==> src/rtl/cv32e40px_x_result_buffer.sv <==
// -----------------------------------------------------------------------------
// cv32e40px_x_result_buffer
//
// Purpose:
//   In-order result buffer on the coprocessor side of the CORE-V-XIF result
//   interface. The buffer allocates one entry per accepted offload and collects
//   execution results, which may arrive out of order, by id. It tracks
//   commit/kill per entry and returns results to the core strictly in issue
//   order. Killed entries are retired silently once their result has arrived.
//
// Configuration macro:
//   CV32E40PX_XRB_BYPASS_EN - when defined, a result that targets a committed
//   head entry is forwarded combinationally to the result port in the same
//   cycle. When undefined, there is no combinational path from ex_* to
//   result_*.
//
// Ports:
//   clk_i, rst_i            clock, synchronous active-high reset
//   alloc_valid_i/ready_o   issue-accept handshake (ready = buffer not full)
//   alloc_id_i, alloc_wb_i  id and writeback flag of the accepted instruction
//   commit_valid_i, commit_id_i, commit_kill_i   commit/kill strobe
//   ex_valid_i/ready_o      execution result handshake (ready = id pending)
//   ex_id_i, ex_data_i, ex_rd_i                  execution result fields
//   result_valid_o/ready_i  result handshake towards the core
//   result_id_o, result_data_o, result_rd_o, result_we_o   head entry fields
//   protocol_err_o          sticky protocol violation flag
// -----------------------------------------------------------------------------
module cv32e40px_x_result_buffer #(
  parameter int DEPTH      = 4,
  parameter int ID_WIDTH   = 4,
  parameter int DATA_WIDTH = 32
) (
  input  logic                  clk_i,
  input  logic                  rst_i,
  input  logic                  alloc_valid_i,
  output logic                  alloc_ready_o,
  input  logic [ID_WIDTH-1:0]   alloc_id_i,
  input  logic                  alloc_wb_i,
  input  logic                  commit_valid_i,
  input  logic [ID_WIDTH-1:0]   commit_id_i,
  input  logic                  commit_kill_i,
  input  logic                  ex_valid_i,
  output logic                  ex_ready_o,
  input  logic [ID_WIDTH-1:0]   ex_id_i,
  input  logic [DATA_WIDTH-1:0] ex_data_i,
  input  logic [4:0]            ex_rd_i,
  output logic                  result_valid_o,
  input  logic                  result_ready_i,
  output logic [ID_WIDTH-1:0]   result_id_o,
  output logic [DATA_WIDTH-1:0] result_data_o,
  output logic [4:0]            result_rd_o,
  output logic                  result_we_o,
  output logic                  protocol_err_o
);

  localparam int PTR_W = $clog2(DEPTH);
  localparam int CNT_W = PTR_W + 1;

  // Entry storage: per-entry flags as packed vectors, payload as arrays.
  logic [DEPTH-1:0]      r_vld;
  logic [DEPTH-1:0]      r_wb;
  logic [DEPTH-1:0]      r_res;
  logic [DEPTH-1:0]      r_cmt;
  logic [DEPTH-1:0]      r_kil;
  logic [ID_WIDTH-1:0]   r_id   [DEPTH];
  logic [DATA_WIDTH-1:0] r_data [DEPTH];
  logic [4:0]            r_rd   [DEPTH];

  logic [PTR_W-1:0]      r_rd_ptr;
  logic [PTR_W-1:0]      r_wr_ptr;
  logic [CNT_W-1:0]      r_count;
  logic                  r_err;

  logic                  w_cmt_found;
  logic [PTR_W-1:0]      w_cmt_idx;
  logic                  w_cmt_ok;
  logic                  w_ex_hit;
  logic [PTR_W-1:0]      w_ex_idx;
  logic                  w_ex_wr;
  logic                  w_head_ready;
  logic                  w_stored_valid;
  logic                  w_byp;
  logic                  w_kill_pop;
  logic                  w_pop;
  logic                  w_alloc;
  logic                  w_err_set;

  // Commit target: scan from the head for the oldest live, unresolved entry.
  always_comb begin
    w_cmt_found = 1'b0;
    w_cmt_idx   = r_rd_ptr;
    for (int i = 0; i < DEPTH; i++) begin
      if (!w_cmt_found && r_vld[r_rd_ptr + PTR_W'(i)] &&
          !r_cmt[r_rd_ptr + PTR_W'(i)] && !r_kil[r_rd_ptr + PTR_W'(i)]) begin
        w_cmt_found = 1'b1;
        w_cmt_idx   = r_rd_ptr + PTR_W'(i);
      end else begin
        w_cmt_found = w_cmt_found;
      end
    end
  end

  // Result CAM: ids are unique among valid entries, so at most one entry hits.
  always_comb begin
    w_ex_hit = 1'b0;
    w_ex_idx = {PTR_W{1'b0}};
    for (int i = 0; i < DEPTH; i++) begin
      if (r_vld[i] && !r_res[i] && (r_id[i] == ex_id_i)) begin
        w_ex_hit = 1'b1;
        w_ex_idx = PTR_W'(i);
      end else begin
        w_ex_hit = w_ex_hit;
      end
    end
  end

  // Head status and the optional same-cycle forward of a result to the head.
  always_comb begin
    w_head_ready   = r_vld[r_rd_ptr] & r_cmt[r_rd_ptr] & ~r_kil[r_rd_ptr];
    w_stored_valid = w_head_ready & r_res[r_rd_ptr];
    w_kill_pop     = r_vld[r_rd_ptr] & r_kil[r_rd_ptr] & r_res[r_rd_ptr];
`ifdef CV32E40PX_XRB_BYPASS_EN
    w_byp          = w_head_ready & ~r_res[r_rd_ptr] & ex_valid_i &
                     (ex_id_i == r_id[r_rd_ptr]);
`else
    w_byp          = 1'b0;
`endif
  end

  // Result port fields; the forwarded mux exists only in the bypass build.
  always_comb begin
    result_valid_o = w_stored_valid | w_byp;
    result_id_o    = r_id[r_rd_ptr];
    result_we_o    = r_wb[r_rd_ptr];
`ifdef CV32E40PX_XRB_BYPASS_EN
    if (w_byp) begin
      result_data_o = ex_data_i;
      result_rd_o   = ex_rd_i;
    end else begin
      result_data_o = r_data[r_rd_ptr];
      result_rd_o   = r_rd[r_rd_ptr];
    end
`else
    result_data_o = r_data[r_rd_ptr];
    result_rd_o   = r_rd[r_rd_ptr];
`endif
  end

  // Handshake qualifiers and error detection.
  always_comb begin
    alloc_ready_o  = (r_count != CNT_W'(DEPTH));
    ex_ready_o     = w_ex_hit;
    protocol_err_o = r_err;
    w_alloc        = alloc_valid_i & alloc_ready_o;
    w_pop          = (result_valid_o & result_ready_i) | w_kill_pop;
    // A forwarded result that is accepted right away never needs storing.
    w_ex_wr        = ex_valid_i & w_ex_hit & ~(w_byp & result_ready_i);
    w_cmt_ok       = commit_valid_i & w_cmt_found & (r_id[w_cmt_idx] == commit_id_i);
    w_err_set      = (commit_valid_i & ~w_cmt_ok) | (ex_valid_i & ~w_ex_hit);
  end

  // Entry state, pointers, occupancy and the sticky error flag.
  always_ff @(posedge clk_i) begin
    if (rst_i) begin
      r_vld    <= {DEPTH{1'b0}};
      r_wb     <= {DEPTH{1'b0}};
      r_res    <= {DEPTH{1'b0}};
      r_cmt    <= {DEPTH{1'b0}};
      r_kil    <= {DEPTH{1'b0}};
      for (int i = 0; i < DEPTH; i++) begin
        r_id[i]   <= {ID_WIDTH{1'b0}};
        r_data[i] <= {DATA_WIDTH{1'b0}};
        r_rd[i]   <= 5'd0;
      end
      r_rd_ptr <= {PTR_W{1'b0}};
      r_wr_ptr <= {PTR_W{1'b0}};
      r_count  <= {CNT_W{1'b0}};
      r_err    <= 1'b0;
    end else begin
      // Alloc, commit, ex-write and pop never touch the same entry in one
      // cycle: alloc uses a free slot, and commit/ex cannot target a
      // popping head because that head is already resolved.
      if (w_ex_wr) begin
        r_res[w_ex_idx]  <= 1'b1;
        r_data[w_ex_idx] <= ex_data_i;
        r_rd[w_ex_idx]   <= ex_rd_i;
      end
      if (w_cmt_ok) begin
        if (commit_kill_i) begin
          r_kil[w_cmt_idx] <= 1'b1;
        end else begin
          r_cmt[w_cmt_idx] <= 1'b1;
        end
      end
      if (w_alloc) begin
        r_vld[r_wr_ptr] <= 1'b1;
        r_id[r_wr_ptr]  <= alloc_id_i;
        r_wb[r_wr_ptr]  <= alloc_wb_i;
        r_res[r_wr_ptr] <= 1'b0;
        r_cmt[r_wr_ptr] <= 1'b0;
        r_kil[r_wr_ptr] <= 1'b0;
        r_wr_ptr        <= r_wr_ptr + PTR_W'(1);
      end
      if (w_pop) begin
        r_vld[r_rd_ptr] <= 1'b0;
        r_rd_ptr        <= r_rd_ptr + PTR_W'(1);
      end
      case ({w_alloc, w_pop})
        2'b10:   r_count <= r_count + CNT_W'(1);
        2'b01:   r_count <= r_count - CNT_W'(1);
        default: r_count <= r_count;
      endcase
      if (w_err_set) begin
        r_err <= 1'b1;
      end
    end
  end

endmodule

==> config.mk <==
export PLATFORM = sky130hd
export DESIGN_NAME = cv32e40px_x_result_buffer
export DESIGN_NICKNAME = d
export VERILOG_FILES = /design/src/rtl/cv32e40px_x_result_buffer.sv
export SDC_FILE = /design/constraint.sdc
export NUM_CORES = 1
export LEC_CHECK = 0
export ABC_AREA = 1
export BUFFER_PORTS_ARGS = -buffer_cell sky130_fd_sc_hd__buf_4
export CAP_MARGIN = 10
export CORE_MARGIN = 3
export CORE_UTILIZATION = 55
export DETAILED_ROUTE_END_ITERATION = 8
export MAX_ROUTING_LAYER = met4
export PLACE_DENSITY = 0.86
export SETUP_SLACK_MARGIN = 0.05
export SYNTH_ARGS = -nofsm -noshare
export SYNTH_HDL_FRONTEND = slang
export SYNTH_SLANG_ARGS = --single-unit
==> constraint.sdc <==
create_clock -name clk_i -period 3.6 [get_ports clk_i]
set_input_delay 0.54 -clock clk_i [delete_from_list [all_inputs] [get_ports clk_i]]
set_output_delay 0.54 -clock clk_i [all_outputs]
set_load 0.02 [all_outputs]
==> impl_metrics.env, run 1 <==
export IMPL_crit_path_end_kind="flip-flop"
export IMPL_wl_um=23000
export IMPL_fin_util_pct=66.8
export IMPL_numCtsBuffers=17
export IMPL_final_nets=1163
export IMPL_nFillCells=1268
export IMPL_yosysTopAreaCell="edfxtp_1"
export IMPL_crit_arrival_ps=3530
export IMPL_cp_max_fo=37
export IMPL_postCtsResizedCells=0
export IMPL_report_final_slew_viol_count=0
export IMPL_ys_ff_latch=194
export IMPL_cts_hold_buf=0
export IMPL_grt_max_degree=82
export IMPL_io_buffers=102
export IMPL_viasPerCell=5.62
export IMPL_p_per_area_nw_per_um2=447
export IMPL_overflow=0
export IMPL_cts_sinks=194
export IMPL_clockBufferDepth=2
export IMPL_wl_per_cell_um=17.4
export IMPL_clock_skew_ps=9.45
export IMPL_syn_area_per_cell_um2=9.11
export IMPL_synthToLayoutAreaGrowth_pct=16.9
export IMPL_clkLatencyLatePin_ps=440
export IMPL_fmax_mhz=307
export IMPL_relSlewSlack_pct=32.9
export IMPL_die_h_um=135
export IMPL_cts_setup_buffers=0
export IMPL_ys_warn_count=0
export IMPL_grt_pass1_wl_um=36100
export IMPL_dr_first_iter_drc_count=926
export IMPL_n_antenna_cell=0
export IMPL_synth_ff_type="edfxtp_1"
export IMPL_hold_violations=0
export IMPL_drc=0
export IMPL_worst_pin_slew_ps=1000
export IMPL_setup_viol=0
export IMPL_dieArea_um2=18300
export IMPL_required_ps=3880
export IMPL_synthDominantCellAreaShare_pct=53.5
export IMPL_ys_top_cells_by_area="edfxtp_1 (53%), nor2_1 (9.6%), nand2_1 (7.3%)"
export IMPL_synth_edf_count=164
export IMPL_first_pass_iters=7
export IMPL_cts_root_buf="clkbuf_16"
export IMPL_antenna_found_initial=0
export IMPL_rsz0062_at_grt="no"
export IMPL_synthesis_area_um2=9210
export IMPL_synthArstFlopShare_pct=0
export IMPL_core_um2=16100
export IMPL_gp_congestion=0.894
export IMPL_cp_start_kind="flip-flop"
export IMPL_via_count=7446
export IMPL_final_layout_size_suffix_gt1_share_pct=14.9
export IMPL_min_path_type="in -> reg"
export IMPL_clkTransAtPathRegs_ps=70
export IMPL_leakagePower_nw=4.69
export IMPL_fp_dieW_um=135
export IMPL_maxCapViolCount=0
export IMPL_path_class="reg -> reg"
export IMPL_ios=103
export IMPL_grt_pass1_vias=7211
export IMPL_cts_tree="done"
export IMPL_dp_hpwl_um=14400
export IMPL_yosysSeqAreaShare_pct=60.0
export IMPL_status="finished, final reports clean"
export IMPL_syn_num_nets=1078
export IMPL_tns_ps=0
export IMPL_min_period_ps=3250
export IMPL_ant_nets=0
export IMPL_ys_types=35
export IMPL_irDropWorstVdd_mv=0.343
export IMPL_cts_htree_levels=4
export IMPL_fp_row_count=46
export IMPL_syn_inst=1011
export IMPL_grtUsageTotal_pct=26.2
export IMPL_post_route_period_util_pct=90.4
export IMPL_initial_core_util_pct=57.1
==> layout make-up <==
cell class              instances  area, um2  share of cell area, %
inverters                      99        372                   3.45
multi-input cells             671       3120                   29.0
flip-flops and latches        194       5530                   51.4
clock buffers                  17        425                   3.95
repair buffers                113        898                   8.35
well taps                     216        270                   2.51
clock inverters                14        146                   1.36
==> final timing paths <==
| kind | startpoint | end | slack [ps] | depth (start not counted) |
|---|---|---|---|---|
| min | rst_i | r_wb[3] | 380 | 2 |
| max reg2reg | r_id[3][1] | r_data[2][3] | 350 | 11 |
| min reg2reg | r_wb[1] | r_wb[1] | 460 | 2 |
| max | r_id[3][1] | r_data[2][3] | 350 | 11 |
==> synth_stat cells (5+ instances only) <==
master and n:
o22ai_1 44, inv_1 94, clkbuf_1 34, edfxtp_1 164, buf_2 5, nand2_1 179
dfxtp_1 30, nand3_1 43, ha_1 9, a22oi_1 5, o21ai_0 95, nor2_1 235
a21oi_1 31
==> worst max-delay path, cell delays in order (launching register included) <==
cell	delay (ps)
edfxtp_1	490
nand2_1	110
nand2_1	40
a2111oi_0	480
nand2_1	200
o21ai_0	150
nor2_1	120
nand2_1	90
nand2_1	100
nor2_4	770
nand2_1	310
nor2_1	210
==> stage by stage <==
step | instances | worst slack, ps | instance area [um2] | power, W | hold WS (ps)
after floorplan | 1011 | 170 | 9210 | 0.00283 | 436
after global placement | 1293 | 195 | 10200 | 0.00300 | 446
after detailed placement | 1293 | 202 | 10200 | 0.00301 | 453
after CTS | 1324 | 342 | 10800 | 0.00481 | 357
after global routing | 1324 | 50.3 | 10800 | 0.00494 | 370
final | 1324 | 347 | 10800 | 0.00481 | 382
==> flip-flops by register name, indices dropped and copies added (netlist names), named ones only <==
register        cells
r_rd_ptr            2
r_kil               4
r_rd               20
r_wb                4
r_data            128
r_cmt               4
r_wr_ptr            2
r_vld               4
r_id               16
protocol_err_o      1
r_count             3
r_res               4
==> where the power goes <==
| group | internal [W] | switching, W | total (W) | leakage (nW) |
|---|---|---|---|---|
| combinational | 0.000147 | 0.000252 | 0.000399 | 2.48 |
| clock | 0.000973 | 0.000873 | 0.00185 | 0.279 |
| sequential | 0.00252 | 0.0000432 | 0.00256 | 1.94 |
| total | 0.00364 | 0.00117 | 0.00481 | 4.69 |
==> layer usage <==
layer	global-route usage [%]	up-vias	wire length [um]
li1	-	3561	-
met1	34.4	3493	9410
met2	41.7	354	11400
met3	3.71	38	1790
met4	10.2	0	446
met5	-	-	0
==> placed cells by master (no fill, tap or decap), drive strengths merged, types with 3 or more instances in the layout <==
cell type / n
nor2: 239
nand2: 182
edfxtp: 164
buf: 113
inv: 104
o21ai: 97
o22ai: 44
nand3: 44
a21oi: 31
dfxtp: 30
clkbuf: 17
ha: 9
clkinv: 7
nand4: 6
a22oi: 5
xor2: 3
a211oi: 3
==> logic make-up after synthesis <==
kind of cell               Yosys count  synth area share (%)
buffers and inverters              146                  6.27
AOI/OAI and AO/OA                  183                  10.8
DFF                                194                  60.0
xor gates and xnor gates             4                 0.381
and+or+nand+nor                    474                  21.1
adders and majority gates           10                  1.44
Power figures use the tool's default switching activity.
==> inputs of run 2 (changes only) <==
CELL_PAD_IN_SITES_DETAIL_PLACEMENT = 1   (was default)
CELL_PAD_IN_SITES_GLOBAL_PLACEMENT = 1   (was default)
CORE_UTILIZATION = 45   (was 55)
PLACE_DENSITY = 0.9   (was 0.86)
==> run 2 against run 1 <==
Register-to-register slack about the same. Clock skew grew 2.4 ps. Final cell count increased by 4.0%. Critical path depth increased by 8. Critical endpoint is now r_cmt[3]. Largest power group unchanged. Highest routed layer unchanged.
==> impl_metrics.env, run 2 (same netlist as run 1, synthesis figures left out) <==
export IMPL_grt_pass1_vias=8261
export IMPL_postCtsResizedCells=0
export IMPL_rsz0062_at_grt="no"
export IMPL_fin_util_pct=55.2
export IMPL_final_common_cell="nor2_1"
export IMPL_fp_row_count=51
export IMPL_cts_htree_levels=4
export IMPL_final_layout_size_suffix_gt1_share_pct=14.9
export IMPL_path_class="reg -> reg"
export IMPL_p_per_area_nw_per_um2=467
export IMPL_cp_startpoint="r_rd_ptr[1]"
export IMPL_finalPower_w=0.00509
export IMPL_tns_ps=0
export IMPL_worst_pin_slew_ps=835
export IMPL_gp_congestion=0.916
export IMPL_die_h_um=149
export IMPL_setup_viol=0
export IMPL_r2r_end="r_cmt[3]"
export IMPL_min_delay_start="commit_valid_i"
export IMPL_wl_per_cell_um=20.9
export IMPL_irDropWorstVdd_mv=0.368
export IMPL_critPathTopFamily="simple AND/OR/NAND/NOR gates"
export IMPL_grtUsageTotal_pct=27.0
export IMPL_leakagePower_nw=4.75
export IMPL_post_route_period_util_pct=90.5
export IMPL_reg_top3="r_data: 128 flops, r_rd: 20 flops, r_id: 16 flops"
export IMPL_viasPerCell=5.67
export IMPL_via_count=7808
export IMPL_wl_um=28800
export IMPL_clkLatencyLatePin_ps=450
export IMPL_first_pass_iters=5
export IMPL_nFillCells=2281
export IMPL_dieArea_um2=22200
export IMPL_r2r_cells=19
export IMPL_clkTransAtPathRegs_ps=80
export IMPL_final_nets=1166
export IMPL_io_buffers=102
export IMPL_clockBufferDepth=2
export IMPL_maxCapViolCount=0
export IMPL_cpPeakStageDelay_ps=550
export IMPL_cts_setup_buffers=0
export IMPL_grt_pass1_wl_um=44900
export IMPL_n_antenna_cell=0
export IMPL_ios=103
export IMPL_largest_register="r_data"
export IMPL_fp_dieW_um=149
export IMPL_cts_tree="done"
export IMPL_cts_root_buf="clkbuf_16"
export IMPL_overflow=0
export IMPL_cp_common_cell="nand2_1"
export IMPL_cp_max_fo=12
export IMPL_final_cell_mix="nor2_1 (234), nand2_1 (179), edfxtp_1 (164)"
export IMPL_status="finished, final reports clean"
export IMPL_crit_buf_inv=2
export IMPL_grt_max_degree=82
export IMPL_clock_skew_ps=11.8
export IMPL_path_cells="inv_2, ha_1, inv_1, nand4_1, nand2_2, nand2_1, nand2_1, nand2_1, nand2_4, nand2_4, nand2_1, nand2_1, nand2_1, nand2_1, nand2_1, nand3_1, nor2_4, nand3_1, a21oi_1"
export IMPL_reg2reg_from="r_rd_ptr[1]"
export IMPL_crit_arrival_ps=3630
export IMPL_antenna_found_initial=0
export IMPL_report_final_slew_viol_count=0
export IMPL_synthToLayoutAreaGrowth_pct=18.6
export IMPL_whs_path_depth=3
export IMPL_holdPathEnd="protocol_err_o"
export IMPL_ant_nets=0
export IMPL_rrSetupSlack_ps=340
export IMPL_dr_first_iter_drc_count=718
export IMPL_hold_violations=0
export IMPL_cp_start_kind="flip-flop"
export IMPL_numCtsBuffers=17
export IMPL_min_path_type="in -> reg"
export IMPL_cts_sinks=194
export IMPL_crit_path_end_kind="flip-flop"
export IMPL_fmax_mhz=307
export IMPL_drc=0
export IMPL_required_ps=3970
export IMPL_largest_reg_flops=128
export IMPL_dp_hpwl_um=18600
export IMPL_cts_hold_buf=0
export IMPL_initial_core_util_pct=46.5
export IMPL_core_um2=19800
export IMPL_cp_slowest_cell="dfxtp_1"
export IMPL_min_period_ps=3260
export IMPL_relSlewSlack_pct=44.3
-- run 2: worst max-delay path by stage --
stage | endpoint | cells after the start | slack [ps]
6_report | r_cmt[3] | 19 | 340
5_1_grt | r_cmt[3] | 19 | 130
4_1_cts | r_cmt[3] | 19 | 430
3_5_place_dp | r_data[1][1] | 13 | 350
3_3_place_gp | r_data[1][7] | 13 | 670
2_1_floorplan | r_data[1][0] | 12 | 170
-- run 2: power breakdown --
group | leakage (nW) | internal (W) | switching [W]
Combinational | 2.49 | 0.000148 | 0.000279
Clock | 0.318 | 0.00109 | 0.00101
Sequential | 1.94 | 0.00252 | 0.0000503
Total | 4.75 | 0.00376 | 0.00134
-- run 2: through the flow --
step,worst slack (ps),area (um2),std cells,hold slack (ps)
after CTS,430,10900,1377,359
after global placement,673,10300,1345,450
after floorplan,170,9210,1011,436
final,341,10900,1377,362
after detailed placement,347,10300,1345,457
after global routing,127,10900,1377,373
-- run 2: routing by layer --
metal | track usage, % | share of wire [%] | routed length (um)
met5 | - | 0 | 0
met4 | 11.1 | 2.8 | 814
met3 | 4.07 | 6.1 | 1740
met2 | 45.0 | 51 | 14600
met1 | 33.0 | 40 | 11600
-- run 2: layout make-up --
type	instances	area [um2]	share of cell area, %
Clock buffer	17	425	3.90
Clock inverter	15	234	2.14
Inverter	99	372	3.40
Multi-Input combinational cell	671	3110	28.5
Sequential cell	194	5530	50.6
Tap cell	265	332	3.04
Timing Repair Buffer	116	921	8.44
-- run 2: tightest hold or removal path, delay by kind of cell --
kind / cells / cell delay (ps)
and+or+nand+nor: 1 / 60
buffers and inverters: 1 / 120
AOI/OAI and AO/OA: 1 / 50
==> inputs of run 3 (changes only) <==
ABC_AREA = default   (was 1)
CORE_UTILIZATION = 49   (was 45)
==> run 3 against run 2 <==
Wire length shrank 7.3%. Non-clock buffer count grew 15. Power is 2.5% lower. Highest routed layer unchanged.
==> impl_metrics.env, run 3 <==
export IMPL_clkTransAtPathRegs_ps=70
export IMPL_viasPerCell=6.19
export IMPL_fp_dieW_um=145
export IMPL_ys_types=61
export IMPL_report_final_slew_viol_count=0
export IMPL_path_cells="buf_4, or3b_1, mux4_2, a221oi_4, xnor2_2, buf_4, mux2i_1, mux2i_1, xor2_1, a211oi_4, buf_12, a32o_1"
export IMPL_cts_sinks=194
export IMPL_synth_xor_xnor_area_share_pct=1.66
export IMPL_synth_compound_area_share_pct=5.60
export IMPL_wl_um=26700
export IMPL_tns_ps=0
export IMPL_met1Wirelength_um=10500
export IMPL_dr_first_iter_drc_count=565
export IMPL_yosysTopAreaCell="edfxtp_1"
export IMPL_setup_viol=0
export IMPL_synth_most_common_cell="edfxtp_1"
export IMPL_synth_common_cells="edfxtp_1 (164), and2_1 (93), and3_1 (80)"
export IMPL_n_antenna_cell=0
export IMPL_ys_ff_latch=194
export IMPL_final_layout_size_suffix_gt1_share_pct=30.4
export IMPL_grt_pass1_vias=6804
export IMPL_synthArstFlopShare_pct=0
export IMPL_wl_per_cell_um=26.0
export IMPL_fin_util_pct=59.8
export IMPL_highest_layer="met4"
export IMPL_synth_top_family_by_area="simple AND/OR/NAND/NOR gates"
export IMPL_status="finished, final reports clean"
export IMPL_grt_pass1_wl_um=39800
export IMPL_cp_max_fo=9
export IMPL_antenna_found_initial=0
export IMPL_dp_hpwl_um=17400
export IMPL_clock_skew_ps=14.4
export IMPL_gp_congestion=0.918
export IMPL_min_path_type="in -> reg"
export IMPL_cp_start_kind="flip-flop"
export IMPL_cp_slowest_cell="mux4_2"
export IMPL_dp_cells=993
export IMPL_io_buffers=102
export IMPL_leakagePower_nw=4.45
export IMPL_cpPeakStageDelay_ps=540
export IMPL_whs_path_depth=3
export IMPL_synthAdderAreaFrac_pct=1.41
export IMPL_relSlewSlack_pct=41.0
export IMPL_numCtsBuffers=17
export IMPL_syn_num_nets=742
export IMPL_place_area_um2=10600
export IMPL_ios=103
export IMPL_required_ps=3930
export IMPL_largest_reg_flops=128
export IMPL_yosysSeqAreaShare_pct=58.7
export IMPL_p_per_area_nw_per_um2=443
export IMPL_largest_register="r_data"
export IMPL_crit_arrival_ps=3750
export IMPL_wl_met2_um=14100
export IMPL_ys_warn_count=0
export IMPL_synthesis_area_um2=9410
export IMPL_clkLatencyLatePin_ps=450
export IMPL_final_common_cell="edfxtp_1"
export IMPL_design_area_um2=11200
export IMPL_grt_max_degree=112
export IMPL_initial_core_util_pct=50.2
export IMPL_cts_htree_levels=4
export IMPL_clockBufferDepth=2
export IMPL_first_pass_iters=5
export IMPL_dieArea_um2=20900
export IMPL_min_period_ps=3410
export IMPL_final_nets=846
export IMPL_rsz0062_at_grt="no"
export IMPL_core_um2=18800
export IMPL_drc=0
export IMPL_crit_path_end_kind="flip-flop"
export IMPL_synthToLayoutAreaGrowth_pct=19.1
export IMPL_post_route_period_util_pct=94.8
export IMPL_final_cell_mix="edfxtp_1 (164), buf_4 (126), and2_1 (93)"
export IMPL_fp_row_count=50
export IMPL_reg_top3="r_data: 128 flops, r_rd: 20 flops, r_id: 16 flops"
export IMPL_ant_nets=0
export IMPL_met3_length_um=1550
export IMPL_r2r_cells=12
export IMPL_instances_no_fill=1026
export IMPL_hold_violations=0
export IMPL_via_count=6349
export IMPL_muxShareOfSynthArea_pct=13.1
export IMPL_overflow=0
export IMPL_synth_edf_count=164
export IMPL_synth_simple_gate_area_share_pct=16.7
export IMPL_syn_area_per_cell_um2=13.9
export IMPL_grtUsageTotal_pct=26.5
export IMPL_irDropWorstVdd_mv=0.367
export IMPL_fmax_mhz=293
export IMPL_path_class="reg -> reg"
export IMPL_syn_inst=675
export IMPL_synth_ff_type="edfxtp_1"
export IMPL_synthDominantCellAreaShare_pct=52.3
export IMPL_worst_pin_slew_ps=886
export IMPL_ys_top_cells_by_area="edfxtp_1 (52%), mux4_2 (11%), dfxtp_1 (6.4%)"
export IMPL_maxCapViolCount=0
export IMPL_die_h_um=145
export IMPL_cts_root_buf="clkbuf_16"
export IMPL_cts_hold_buf=0
export IMPL_hold_ws_ps=391
export IMPL_cts_tree="done"
-- run 3: repair_timing --
action | CTS | global route
endpoints found under the setup margin | 9 | 9
setup buffers | 1 | 0
resized for setup | 1 | 6
pin swaps | 1 | 3
-- run 3: layout make-up --
class / instances / area, um2
flip-flops and latches: 194 / 5540
repair buffers: 131 / 1050
inverters: 19 / 71.3
clock inverters: 15 / 184
fillers: 1798 / 7550
clock buffers: 17 / 425
multi-input cells: 416 / 3660
well taps: 234 / 293
-- run 3: logic make-up (layout without fill, tap and decap cells) --
logic type               count (synthesis)  in the layout
AO/OA/AOI/OAI                           69             69
XOR/XNOR                                17             17
adder cells (fa/ha/maj)                 10             10
buffers and inverters                   65            182
flip-flops                             194            194
multiplexers                            62             62
AND/OR/NAND/NOR                        258            258
-- run 3: critical path, delay by kind of cell (launching register included) --
family | cells | cell delay (ps)
flops | 1 | 340
mux | 3 | 870
simple gates | 1 | 410
xor+xnor | 2 | 560
buf+inv | 3 | 520
compound gates | 3 | 590
-- run 3: path summary, 6_finish.rpt --
check / from / end / slack [ps]
max: r_vld[3] / r_cmt[2] / 190
max reg2reg: r_vld[3] / r_cmt[2] / 190
min: alloc_wb_i / r_wb[2] / 390
min reg2reg: r_wb[2] / r_wb[2] / 470
-- run 3: power by group --
part / switching, W / leakage [nW] / internal, W
clock: 0.000959 / 0.293 / 0.00100
combinational: 0.000251 / 2.21 / 0.000190
sequential: 0.0000541 / 1.94 / 0.00251
-- run 3: per-stage QoR --
step / worst slack, ps / total power (W)
global route: 74.8 / 0.00511
CTS: 110 / 0.00497
detailed placement: -27.0 / 0.00305
global placement: 153 / 0.00301
finish: 187 / 0.00497
floorplan: 473 / 0.00283
-- run 3: layer usage --
layer / GRT usage [%] / vias to the layer above
met3: 4.76 / 49
met1: 32.4 / 3282
met5: - / -
met4: 9.33 / 0
met2: 44.7 / 243
li1: - / 2775
